`src/rtl/mem_dual_arbiter.sv`:
```
// Shares one dual-ported memory (registered read) between REQS requesters with round-robin arbitration.
// After reset the memory is zero-filled two words per cycle before any request is accepted.
module mem_dual_arbiter #(
  parameter int WIDTH = 8,
  parameter int DEPTH = 64,
  parameter int REQS  = 4,
  localparam int AW   = $clog2(DEPTH),
  localparam int PW   = $clog2(REQS)
) (
  input  logic                    clock,
  input  logic                    reset,
  input  logic [REQS-1:0]         req_valid,
  output logic [REQS-1:0]         req_ready,
  input  logic [REQS-1:0]         req_write,
  input  logic [REQS*AW-1:0]      req_addr,
  input  logic [REQS*WIDTH-1:0]   req_data,
  output logic [REQS-1:0]         rsp_valid,
  output logic [REQS*WIDTH-1:0]   rsp_data,
  output logic                    busy,
  output logic [AW-1:0]           mem_address_0,
  output logic [AW-1:0]           mem_address_1,
  output logic [WIDTH-1:0]        mem_data_0,
  output logic [WIDTH-1:0]        mem_data_1,
  output logic                    mem_wren_0,
  output logic                    mem_wren_1,
  input  logic [WIDTH-1:0]        mem_q_0,
  input  logic [WIDTH-1:0]        mem_q_1
);

  typedef enum logic {
    ST_CLEAR,
    ST_RUN
  } state_t;

  state_t          state_reg, state_next;
  logic [AW-1:0]   clear_addr_reg, clear_addr_next;
  logic [PW-1:0]   ptr_reg, ptr_next;
  logic            rd0_valid_reg, rd0_valid_next;
  logic            rd1_valid_reg, rd1_valid_next;
  logic [PW-1:0]   rd0_idx_reg, rd0_idx_next;
  logic [PW-1:0]   rd1_idx_reg, rd1_idx_next;

  logic [AW-1:0]    addr_arr [REQS];
  logic [WIDTH-1:0] data_arr [REQS];

  logic            run;
  logic            found_a, found_b;
  logic [PW-1:0]   idx_a, idx_b;
  logic            hazard;
  logic            grant_a, grant_b;

  function automatic logic [PW-1:0] wrap_inc(input logic [PW-1:0] i);
    return (i == PW'(REQS - 1)) ? '0 : i + PW'(1);
  endfunction

  generate
    for (genvar gi = 0; gi < REQS; gi++) begin : g_unpack
      assign addr_arr[gi] = req_addr[gi*AW +: AW];
      assign data_arr[gi] = req_data[gi*WIDTH +: WIDTH];
    end
  endgenerate

  // Rotating scan from ptr: the first valid requester takes port 0, the second port 1.
  always_comb begin : arb_scan
    int            s;
    logic [PW-1:0] cand;
    found_a = 1'b0;
    found_b = 1'b0;
    idx_a   = '0;
    idx_b   = '0;
    for (int k = 0; k < REQS; k++) begin
      s = int'(ptr_reg) + k;
      if (s >= REQS) s = s - REQS;
      cand = PW'(s);
      if (req_valid[cand]) begin
        if (!found_a) begin
          found_a = 1'b1;
          idx_a   = cand;
        end else if (!found_b) begin
          found_b = 1'b1;
          idx_b   = cand;
        end
      end
    end
  end

  assign run     = (state_reg == ST_RUN);
  assign hazard  = found_b && (addr_arr[idx_a] == addr_arr[idx_b]) &&
                   (req_write[idx_a] || req_write[idx_b]);
  assign grant_a = run && found_a;
  assign grant_b = run && found_b && !hazard;

  always_comb begin
    state_next      = state_reg;
    clear_addr_next = clear_addr_reg;
    ptr_next        = ptr_reg;
    rd0_valid_next  = 1'b0;
    rd1_valid_next  = 1'b0;
    rd0_idx_next    = rd0_idx_reg;
    rd1_idx_next    = rd1_idx_reg;
    busy            = 1'b0;
    mem_address_0   = '0;
    mem_address_1   = '0;
    mem_data_0      = '0;
    mem_data_1      = '0;
    mem_wren_0      = 1'b0;
    mem_wren_1      = 1'b0;
    case (state_reg)
      ST_CLEAR: begin
        busy          = 1'b1;
        mem_address_0 = clear_addr_reg;
        // clear_addr is always even, so OR-ing in bit 0 gives the odd neighbour
        mem_address_1 = clear_addr_reg | AW'(1);
        mem_wren_0    = 1'b1;
        mem_wren_1    = 1'b1;
        if (clear_addr_reg == AW'(DEPTH - 2)) begin
          state_next = ST_RUN;
        end else begin
          clear_addr_next = clear_addr_reg + AW'(2);
        end
      end
      ST_RUN: begin
        if (grant_a) begin
          mem_address_0  = addr_arr[idx_a];
          mem_data_0     = data_arr[idx_a];
          mem_wren_0     = req_write[idx_a];
          rd0_valid_next = !req_write[idx_a];
          rd0_idx_next   = idx_a;
        end
        if (grant_b) begin
          mem_address_1  = addr_arr[idx_b];
          mem_data_1     = data_arr[idx_b];
          mem_wren_1     = req_write[idx_b];
          rd1_valid_next = !req_write[idx_b];
          rd1_idx_next   = idx_b;
        end
        if (grant_b) begin
          ptr_next = wrap_inc(idx_b);
        end else if (grant_a) begin
          ptr_next = wrap_inc(idx_a);
        end
      end
      default: state_next = ST_CLEAR;
    endcase
  end

  always_ff @(posedge clock) begin
    if (reset) begin
      state_reg      <= ST_CLEAR;
      clear_addr_reg <= '0;
      ptr_reg        <= '0;
      rd0_valid_reg  <= 1'b0;
      rd1_valid_reg  <= 1'b0;
      rd0_idx_reg    <= '0;
      rd1_idx_reg    <= '0;
    end else begin
      state_reg      <= state_next;
      clear_addr_reg <= clear_addr_next;
      ptr_reg        <= ptr_next;
      rd0_valid_reg  <= rd0_valid_next;
      rd1_valid_reg  <= rd1_valid_next;
      rd0_idx_reg    <= rd0_idx_next;
      rd1_idx_reg    <= rd1_idx_next;
    end
  end

  // Port tags registered at acceptance route the memory's read data back a cycle later.
  generate
    for (genvar gi = 0; gi < REQS; gi++) begin : g_req
      localparam logic [PW-1:0] IDX = PW'(gi);
      logic hit0, hit1;
      assign hit0          = rd0_valid_reg && (rd0_idx_reg == IDX);
      assign hit1          = rd1_valid_reg && (rd1_idx_reg == IDX);
      assign rsp_valid[gi] = hit0 || hit1;
      assign rsp_data[gi*WIDTH +: WIDTH] = hit0 ? mem_q_0 : (hit1 ? mem_q_1 : '0);
      assign req_ready[gi] = (grant_a && (idx_a == IDX)) || (grant_b && (idx_b == IDX));
    end
  endgenerate

endmodule

```
`config.mk`:
```
export PLATFORM = sky130hd
export DESIGN_NAME = mem_dual_arbiter
export DESIGN_NICKNAME = d
export VERILOG_FILES = /design/src/rtl/mem_dual_arbiter.sv
export SDC_FILE = /design/constraint.sdc
export NUM_CORES = 1
export LEC_CHECK = 0
export ABC_AREA = 1
export CORE_MARGIN = 3
export CORE_UTILIZATION = 35
export DETAILED_ROUTE_END_ITERATION = 12
export HOLD_SLACK_MARGIN = 0.15
export PLACE_DENSITY = 0.74
export SLEW_MARGIN = 40
export SYNTH_ARGS = -nofsm -noshare
export SYNTH_HDL_FRONTEND = slang
export SYNTH_SLANG_ARGS = --single-unit
```
`constraint.sdc`:
```
create_clock -name clock -period 3.6 [get_ports clock]
set_input_delay 0.36 -clock clock [delete_from_list [all_inputs] [get_ports clock]]
set_output_delay 0.36 -clock clock [all_outputs]
set_load 0.005 [all_outputs]
```
Word-level counts from Yosys, hierarchy flattened
Cells that the tools add are included.
{"block": "totals", "out_inout_bits": 71, "ff_bits": 15}
{"block": "op_classes", "addsub": 10, "bitwise_logic": 6, "mux": 80, "n_eq_ne": 14, "magnitude_cmp": 12, "reduce_logical": 44}
{"op": "8-bit 2-to-1 mux", "n": 16}
{"op": "2-bit 2-to-1 mux", "n": 23}
{"op": "6-bit 2-to-1 mux", "n": 6}
{"op": "8-bit binary-select mux with 2-bit select", "n": 2}
{"op": "6-bit binary-select mux with 2-bit select", "n": 2}
{"op": "6-bit case mux with 2 select lines", "n": 2}
{"op": "1-bit logical AND", "n": 21}
{"op": "1-bit 2-to-1 mux", "n": 21}
{"op": "2-bit by 3-bit less-than comparator with 1-bit output, second input constant", "n": 6}
{"op": "2-bit equality test, second input constant", "n": 8}
{"op": "3-bit greater-or-equal comparator, second input constant", "n": 5}
{"op": "1-bit binary-select mux with 2-bit select", "n": 6}
{"op": "1-bit logical OR", "n": 9}
{"op": "2-bit by 1-bit equality test with 1-bit output, second input constant", "n": 4}
{"op": "2-bit zero test", "n": 4}
{"op": "2-bit AND reduction", "n": 4}
{"op": "2-bit by 1-bit subtractor with 2-bit output, second input constant", "n": 4}
{"op": "2-bit by 2-bit adder with 3-bit output, second input constant", "n": 2}
{"op": "6-bit by 2-bit adder with 6-bit output, second input constant", "n": 1}
{"op": "6-bit equality test", "n": 1}
{"op": "6-bit equality test, second input constant", "n": 1}
{"op": "2-bit NOT with 3-bit output", "n": 2}
{"op": "3-bit OR reduction", "n": 2}
{"op": "2-bit by 1-bit adder with 2-bit output, second input constant", "n": 2}
{"op": "6 further kinds", "n": 12}

Longest topological paths before layout
Gate-level depths: netlist of run 1.
{"block": "depth", "ltp_word": 24, "ltp_mapped": 28}

Worst setup path before layout of run 1
Ideal clock, no wire load.
{"block": "synth_timing", "path_kind": "reg2out", "startpoint": "register ptr_reg[0]", "endpoint": "output port mem_data_1[1]", "setup_slack_ps": 760, "arrival_ps": 2480, "stages_incl_launch_ff": 28, "required_time_ps": 3240, "cell_sequence": "dfxtp_1 > buf_6 > inv_6 > nand2_1 > nand3_1 > nand2_2 > ha_1 > inv_1 > nand2_1 > nand2_1 > nand2_1 > nand2_1 > nand2_2 > buf_4 > nand3_1 > nand3_1 > nand2_1 > inv_1 > nand2_1 > nand2_1 > nand2_1 > nor2_1 > nand2_2 > nand2_4 > inv_2 > buf_6 > nand2_1 > a21oi_2"}
{"block": "synth_between", "elab_chain_len": 24}
{"element": "start, declared", "line_no": "37", "rtl": "logic [PW-1:0] ptr_reg, ptr_next;"}
{"element": "start signal, assigned", "line_no": "159", "rtl": "ptr_reg <= ptr_next;"}
{"element": "parallel branches: the longest is 22 deep, another holds 2-bit by 1-bit adder with 3-bit output"}
{"element": "8-bit 2-to-1 mux *", "line_no": "130", "rtl": "if (grant_b) begin"}
{"element": "8-bit 2-to-1 mux *", "line_no": "108", "rtl": "case (state_reg)"}
{"element": "end, declared", "line_no": "23", "rtl": "output logic [WIDTH-1:0] mem_data_1,"}
Every way passes the cells marked *. The select of a mux whose other input is x is not followed.

Worst setup path in the final report of run 1
{"block": "layout_timing", "startpoint": "register ptr_reg[0]", "endpoint": "output port mem_address_1[2]"}
{"block": "layout_between", "elab_chain_len": 24}
{"element": "parallel branches: the longest is 22 deep, another holds 2-bit by 1-bit adder with 3-bit output"}
{"element": "6-bit 2-to-1 mux *", "line_no": "130"}
{"element": "6-bit case mux with 2 select lines *", "line_no": "108"}
{"element": "end, declared", "line_no": "21", "rtl": "output logic [AW-1:0] mem_address_1,"}
Marks and branches as above.

==> metrics.md, run 1 <==
| Metric | Value |
|---|---|
| Total number of vias | `4,845` |
| Dominant cell type by count on the critical path | `sky130_fd_sc_hd__nand2_4` |
| Xor/xnor cell area share of the yosys netlist | `0%` |
| Number of global-route vias before repair | `4,578` |
| Ranking of synthesized cells by area | `sky130_fd_sc_hd__nand2_1, sky130_fd_sc_hd__nand3_1, sky130_fd_sc_hd__inv_1` |
| Synth-to-layout area growth | `79.6%` |
| Drt total wl | `13,600 um` |
| Clock tree root buffer cell | `sky130_fd_sc_hd__clkbuf_8` |
| Initial cell density of the core | `36.8%` |
| IO buf count | `152` |
| Main combinational cell family by area after synthesis | `simple AND/OR/NAND/NOR gates` |
| Critical path endpoint category | `output pin` |
| Maximum vdd drop | `97.5 uV` |
| CP Max Fanout | `8` |
| Maximum number of pins on one net before global-route repair | `27` |
| Cts bufs inserted | `3` |
| Synth Net Count | `672` |
| Pwr/cell area | `159 nW/um2` |
| Final hold viol count | `0` |
| Synth Area in Adders | `4.84%` |
| Clock sinks | `14` |
| Violated checks | `setup timing` |
| Required time at the endpoint of the critical path | `3240 ps` |
| Setup violations, final | `1` |
| Floorplan row count | `33` |
| Via-to-Cell Ratio | `5.38` |
| Crit path arrival time | `3290 ps` |
| Ports placed on the boundary | `153` |
| Portion of the clock cycle consumed by the worst path in the final layout | `101%` |
| Slowest CP cell | `sky130_fd_sc_hd__dfxtp_4` |
| Final routed wire length divided by cell count | `15.1 um` |
| Share of the core filled with cells | `66.1%` |
| Number of antenna violations at the first check in global routing | `0` |
| Pin slew with the least headroom to its limit | `743 ps` |
| Commonest register cell after synthesis | `sky130_fd_sc_hd__dfxtp_1` |
| Number of DRC violations after detailed routing | `0` |
| Fraction of the mapped netlist area in compound gates | `22.2%` |
| Hold Worst Slack | `519 ps` |
| Highest Clock Rate | `274 MHz` |
| Insertion delay of the later-clocked pin in the worst-skew pair | `250 ps` |
| Top cell type's share of synthesized area | `24.0%` |
| Launching element type of the critical path | `flip-flop` |
| Most used standard cell by instance count after synthesis | `sky130_fd_sc_hd__nand2_1` |
| Mapped Area | `3100 um2` |
| Fraction of layout cells with a size suffix above 1 | `23.9%` |
| Overall fraction of global-route tracks in use | `24.6%` |
| RSZ-0062 raised after global routing | `yes` |
| Die Span Y | `100 um` |
| Static Leak | `2.77 nW` |
| H-tree Lvls | `1` |
| Crit Path Category | `flip-flop to output pin` |
| Number of warnings printed during yosys synthesis | `0` |
| Fin Clk Skew | `6.16 ps` |
| Weighted congestion at the end of routability-driven global placement | `0.857` |
| Share of the yosys chip area belonging to registers | `9.04%` |
| Result of the run | `complete, but fails checks` |
| Remaining Overflow, GRT | `0` |
| Slew margin rel. | `50.4%` |
| Initial detailed-routing violation count | `244` |
| Worst stage delay on the critical path | `430 ps` |
| Most instantiated cells after synthesis | `sky130_fd_sc_hd__nand2_1, sky130_fd_sc_hd__inv_1, sky130_fd_sc_hd__nand3_1, sky130_fd_sc_hd__o22ai_1, sky130_fd_sc_hd__a21oi_1` |
| Post-placement worst setup slack | `-424 ps` |
| Classification of the worst-slack hold path | `flip-flop to flip-flop` |
| Filler Cells Inserted | `761` |
| Count of antenna-violating nets left after detailed routing | `0` |
| Area of the placeable core | `8420 um2` |
| Length of the first detailed-routing pass in iterations | `5` |
| Avg Cell Area, Syn | `5.36 um2` |
| Pwr Total | `0.000885 W` |
| Mux contribution to synthesized area | `2.26%` |
| Final Critical Period | `3650 ps` |
| Clock-pin slew on the worst setup and hold paths | `60 ps` |
| Number of buffers between clock root and the deepest sink | `2` |
| Top cell type by total area after synthesis | `sky130_fd_sc_hd__nand2_1` |
| Gate Count Post-Synth | `578` |
| Detailed placement HPWL | `9950 um` |
| Die ar. | `10,000 um2` |
| Final setup slack of the worst path | `-47.0 ps` |
| Share of flip-flops with an asynchronous set or reset | `0%` |
| Die Span X | `100 um` |
| Final Max Tran Viols | `0` |
| Simple-gate share of the synthesized area | `46.2%` |
| Clock tree from TritonCTS | `yes` |
| Post-Route Setup TNS | `-47.0 ps` |
| Number of distinct library cells after synthesis | `33` |
| Global-route wire length before repair | `20,700 um` |
| Flip-flop and latch count after synthesis | `14` |
| Diodes inserted | `0` |
| Max reg flops | `5` |
| Max-cap violation count | `0` |
| Net total in the final layout | `892` |
| Number of enable flip-flop cells after synthesis | `0` |
==> layout by cell type, fill, tap and decap left out, types with 3 or more instances in the layout <==
cell type / n
sky130_fd_sc_hd__o21ai_0: 17
sky130_fd_sc_hd__dlymetal6s2s_1: 3
sky130_fd_sc_hd__clkbuf_2: 8
sky130_fd_sc_hd__clkbuf_8: 3
sky130_fd_sc_hd__buf_4: 75
sky130_fd_sc_hd__inv_2: 5
sky130_fd_sc_hd__o211ai_1: 3
sky130_fd_sc_hd__inv_1: 75
sky130_fd_sc_hd__nor2_4: 3
sky130_fd_sc_hd__nor3_1: 9
sky130_fd_sc_hd__ha_1: 10
sky130_fd_sc_hd__o21ai_2: 4
sky130_fd_sc_hd__nand2_2: 22
sky130_fd_sc_hd__buf_6: 8
sky130_fd_sc_hd__a21oi_1: 28
sky130_fd_sc_hd__nand2_4: 14
sky130_fd_sc_hd__dlygate4sd2_1: 5
sky130_fd_sc_hd__o22ai_1: 37
sky130_fd_sc_hd__dfxtp_1: 13
sky130_fd_sc_hd__mux2i_1: 7
sky130_fd_sc_hd__buf_2: 11
sky130_fd_sc_hd__a21oi_2: 7
sky130_fd_sc_hd__buf_12: 4
sky130_fd_sc_hd__nand2_1: 174
sky130_fd_sc_hd__nor2_2: 6
sky130_fd_sc_hd__clkdlybuf4s50_1: 126
sky130_fd_sc_hd__o22ai_2: 4
sky130_fd_sc_hd__nor2_1: 19
sky130_fd_sc_hd__nand3_1: 69
sky130_fd_sc_hd__nand2_8: 3
sky130_fd_sc_hd__a221oi_1: 7
==> per-stage QoR <==
step | instance area, um2 | instances
final | 5570 | 901
after global routing | 5570 | 901
after CTS | 5380 | 895
after detailed placement | 5130 | 876
after global placement | 5130 | 876
after floorplan | 3100 | 578
==> layer usage <==
layer / vias up / wire length (um) / global-route usage [%]
met3: 32 / 1100 / 2.78
li1: 2356 / - / -
met4: 0 / 350 / 7.88
met1: 2197 / 5260 / 28.7
met5: - / 0 / 0
met2: 260 / 6900 / 46.3
==> worst max-delay path, delay by kind of cell (launching register included) <==
kind	cells	cell delay, ps
AND/OR/NAND/NOR	18	1560
buffers and inverters	9	990
AO/OA/AOI/OAI	1	60
flip-flops	1	430
==> final timing paths <==
check,slack [ps],to,startpoint,cells past startpoint
setup / recovery,-50,mem_address_1[2],ptr_reg[0]$_SDFFE_PP0P_,28
hold / removal,520,rd1_idx_reg[0]$_SDFFE_PP0P_,rd1_idx_reg[0]$_SDFFE_PP0P_,2
setup reg to reg,340,ptr_reg[1]$_SDFFE_PP0P_,ptr_reg[0]$_SDFFE_PP0P_,29
hold reg to reg,520,rd1_idx_reg[0]$_SDFFE_PP0P_,rd1_idx_reg[0]$_SDFFE_PP0P_,2
==> cell families (layout without fill, tap and decap cells) <==
| family | after synthesis | count (layout) |
|---|---|---|
| muxes | 7 | 7 |
| AOI/OAI and AO/OA | 112 | 112 |
| DFF | 14 | 14 |
| and+or+nand+nor | 325 | 325 |
| adders and majority gates | 12 | 12 |
| buffers and inverters | 108 | 326 |
==> area by class of cell <==
cell class | count | area, um2 | share of cell area (%)
inverters | 82 | 328 | 5.89
flip-flops and latches | 14 | 284 | 5.10
well taps | 105 | 131 | 2.36
clock buffers | 3 | 41.3 | 0.742
repair buffers | 241 | 2190 | 39.3
multi-input cells | 456 | 2600 | 46.6
==> power breakdown <==
group | internal [W] | total, W | switching, W | leakage [nW]
logic | 0.000289 | 0.000596 | 0.000307 | 2.63
clock network | 0.0000740 | 0.000129 | 0.0000547 | 0.0216
registers | 0.000157 | 0.000160 | 0.00000256 | 0.114
total | 0.000520 | 0.000885 | 0.000365 | 2.77
==> repair_timing <==
item                                    in CTS  in global routing
hold endpoints to repair                     0                  0
endpoints found under the setup margin      26                 28
gates cloned                                 0                  1
gates resized for setup                     75                 83
hold buffers                                 0                  0
pin swaps                                   12                 27
setup buffers                               16                  7
(Power assumes the default switching activity.)
==> run 2, diff against run 1 <==
--- a/config.mk
+++ b/config.mk
@@ -7,10 +7,11 @@
 export LEC_CHECK = 0
 export ABC_AREA = 1
 export CORE_MARGIN = 3
-export CORE_UTILIZATION = 35
+export CORE_UTILIZATION = 45
 export DETAILED_ROUTE_END_ITERATION = 12
+export GPL_TIMING_DRIVEN = 0
 export HOLD_SLACK_MARGIN = 0.15
-export PLACE_DENSITY = 0.74
+export PLACE_DENSITY = 0.91
 export SLEW_MARGIN = 40
 export SYNTH_ARGS = -nofsm -noshare
 export SYNTH_HDL_FRONTEND = slang
==> constraint.sdc (replaced) <==
create_clock -name clock -period 4.3 [get_ports clock]
set_input_delay 0.43 -clock clock [delete_from_list [all_inputs] [get_ports clock]]
set_output_delay 0.43 -clock clock [all_outputs]
set_load 0.005 [all_outputs]
==> metrics.md, run 2 (synthesized netlist as in run 1, its figures left out) <==
| Metric | Value |
|---|---|
| CP Max Fanout | `10 (+2)` |
| Number of DRC violations after detailed routing | `0 (unchanged)` |
| Number of buffers between clock root and the deepest sink | `2 (unchanged)` |
| H-tree Lvls | `1 (unchanged)` |
| Launching element type of the critical path | `input port` |
| Via-to-Cell Ratio | `5.75 (+7.0%)` |
| Detailed placement HPWL | `9580 um (-3.8%)` |
| Classification of the worst-slack hold path | `flip-flop to flip-flop` |
| Drt total wl | `12,600 um (-7.1%)` |
| Critical R2R Launch | `ptr_reg[0]$_SDFFE_PP0P_` |
| Die Span Y | `89.0 um (-11%)` |
| Fraction of layout cells with a size suffix above 1 | `10.5% (-13 points)` |
| Final Critical Period | `4150 ps` |
| Ports placed on the boundary | `153 (unchanged)` |
| Final hold viol count | `0 (unchanged)` |
| Worst stage delay on the critical path | `510 ps (+80 ps)` |
| Total number of vias | `4,713 (-2.7%)` |
| Max-cap violation count | `0 (unchanged)` |
| Insertion delay of the later-clocked pin in the worst-skew pair | `250 ps (about the same)` |
| Internal Pwr Total | `0.000399 W (-23%)` |
| Total buffers and inverters traversed by the critical path | `10 (+1)` |
| Hold-fix buffers at CTS | `0 (unchanged)` |
| Multi-input combinational cell area | `2410 um2 (-7.1%)` |
| Length of the first detailed-routing pass in iterations | `7 (+2)` |
| Hold Worst Slack | `523 ps (+3.79 ps)` |
| Initial detailed-routing violation count | `372 (+52%)` |
| Pwr/cell area | `139 nW/um2 (-13%)` |
| IO buf count | `152 (unchanged)` |
| Clock-pin slew on the worst setup and hold paths | `60 ps (about the same)` |
| Combinational Power Share | `61.2% (-6.2 points)` |
| Weighted congestion at the end of routability-driven global placement | `0.951 (+11%)` |
| Switching Fraction | `42.2% (+0.96 points)` |
| Dominant cell type by count on the critical path | `sky130_fd_sc_hd__nand2_1` |
| Count of antenna-violating nets left after detailed routing | `0 (unchanged)` |
| Initial cell density of the core | `47.7% (+11 points)` |
| Beginning of the critical path | `req_valid[3]` |
| Hold path startpoint | `rd0_idx_reg[0]$_SDFFE_PP0P_` |
| Synth-to-layout area growth | `60.3%` |
| Net total in the final layout | `837 (-6.2%)` |
| Worst path top cell family by delay | `buffers and inverters` |
| Final Non-Filler Cells | `819 (-9.1%)` |
| Crit Path Category | `input port to output pin` |
| Floorplan row count | `29 (-12%)` |
| Maximum number of pins on one net before global-route repair | `12 (-56%)` |
| Required time at the endpoint of the critical path | `3870 ps (+630 ps)` |
| Filler Cells Inserted | `538 (-29%)` |
| Final Max Tran Viols | `0 (unchanged)` |
| Cts bufs inserted | `3 (unchanged)` |
| Crit path arrival time | `3720 ps (+430 ps)` |
| Portion of the clock cycle consumed by the worst path in the final layout | `96.4%` |
| Share of the core filled with cells | `76.5% (+10 points)` |
| Critical path endpoint category | `output pin` |
| Overall fraction of global-route tracks in use | `29.5% (+4.9 points)` |
| Portion of total power attributed to the clock network | `19.4% (+4.9 points)` |
| Commonest cells after routing, fill and taps aside | `sky130_fd_sc_hd__nand2_1, sky130_fd_sc_hd__clkdlybuf4s50_1, sky130_fd_sc_hd__inv_1, sky130_fd_sc_hd__nand3_1, sky130_fd_sc_hd__o22ai_1` |
| Result of the run | `finished, final reports clean` |
| Slew margin rel. | `60.0% (+9.6 points)` |
| Clock tree from TritonCTS | `yes` |
| Clock sinks | `14 (unchanged)` |
| Setup violations, final | `0 (-1)` |
| Highest Clock Rate | `241 MHz` |
| Slowest CP cell | `sky130_fd_sc_hd__clkdlybuf4s50_1` |
| Static Leak | `2.57 nW (-7.2%)` |
| Max reg flops | `5 (unchanged)` |
| Sequential cell fraction of total power | `19.4% (+1.3 points)` |
| Most frequent standard cell in the layout excluding fill and tap cells | `sky130_fd_sc_hd__nand2_1` |
| Remaining Overflow, GRT | `0 (unchanged)` |
| Pin slew with the least headroom to its limit | `601 ps (-143 ps)` |
| Die Span X | `89.0 um (-11%)` |
| Clock tree root buffer cell | `sky130_fd_sc_hd__clkbuf_8` |
| Post-Route Setup TNS | `0 ps (+47.0 ps)` |
| Switching component of the power | `0.000291 W (-20%)` |
| Final routed wire length divided by cell count | `15.4 um (+2.2%)` |
| Die ar. | `7920 um2 (-21%)` |
| Maximum vdd drop | `86.8 uV (-11%)` |
| Cell count after placement | `807 (-7.9%)` |
| FF+latch area | `282 um2 (-0.88%)` |
| RSZ-0062 raised after global routing | `yes` |
| Area of the placeable core | `6490 um2 (-23%)` |
| Fin Clk Skew | `3.11 ps (-3.05 ps)` |
| R2R setup slack | `1100 ps (+760 ps)` |
| Diodes inserted | `0 (unchanged)` |
| Global-route wire length before repair | `19,100 um (-8.0%)` |
| Number of antenna violations at the first check in global routing | `0 (unchanged)` |
| Number of global-route vias before repair | `4,289 (-6.3%)` |
==> run 2: worst min-delay path: cells and delay by family (launching register included) <==
family | cells | cell delay (ps)
DFF | 1 | 320
AOI/OAI and AO/OA | 1 | 70
buffers and inverters | 1 | 90
==> run 2: layer usage <==
layer	track usage (%)	up-vias	wire length, um
met3	3.32	28	1360
met5	0	-	0
li1	-	2243	-
met1	35.8	2121	4720
met2	53.7	321	6330
met4	9.88	0	244
==> run 2: path summary, 6_finish.rpt <==
path                                                    end  cells after the start
worst min register to register  rd0_idx_reg[0]$_SDFFE_PP0P_                      2
worst min-delay path            rd0_idx_reg[0]$_SDFFE_PP0P_                      2
worst max-delay path                           req_ready[1]                     28
worst max register to register      ptr_reg[1]$_SDFFE_PP0P_                     18
==> run 2: area by class of cell <==
cell class | instances | share of cell area (%)
buffer | 26 | 3.83
clock buffer | 4 | 1.11
inverter | 82 | 6.35
multi-input combinational | 456 | 48.5
sequential | 14 | 5.67
tap | 77 | 1.94
timing repair buffer | 160 | 32.6
==> run 2: power by group through the flow <==
stage | logic [W] | registers (W) | clock network, W
after global placement | 0.000377 | 0.000137 | 0
after global routing | 0.000464 | 0.000134 | 0.000138
final | 0.000422 | 0.000134 | 0.000134
after floorplan | 0.000238 | 0.000136 | 0
after CTS | 0.000392 | 0.000134 | 0.000135
after detailed placement | 0.000389 | 0.000137 | 0
==> run 2: per-stage QoR <==
stage / instance area, um2 / total power, W / worst slack [ps]
after floorplan: 3100 / 0.000374 / 1390
after global placement: 4720 / 0.000514 / 126
after CTS: 4770 / 0.000661 / 37.4
after global routing: 4970 / 0.000737 / -92.4
after detailed placement: 4720 / 0.000526 / 44.7
final: 4970 / 0.000690 / 153
==> run 2: timing repair <==
item / 4_1_cts / 5_1_grt
setup buffers: 0 / 8
endpoints found under the setup margin: 0 / 27
resized for setup: 0 / 46
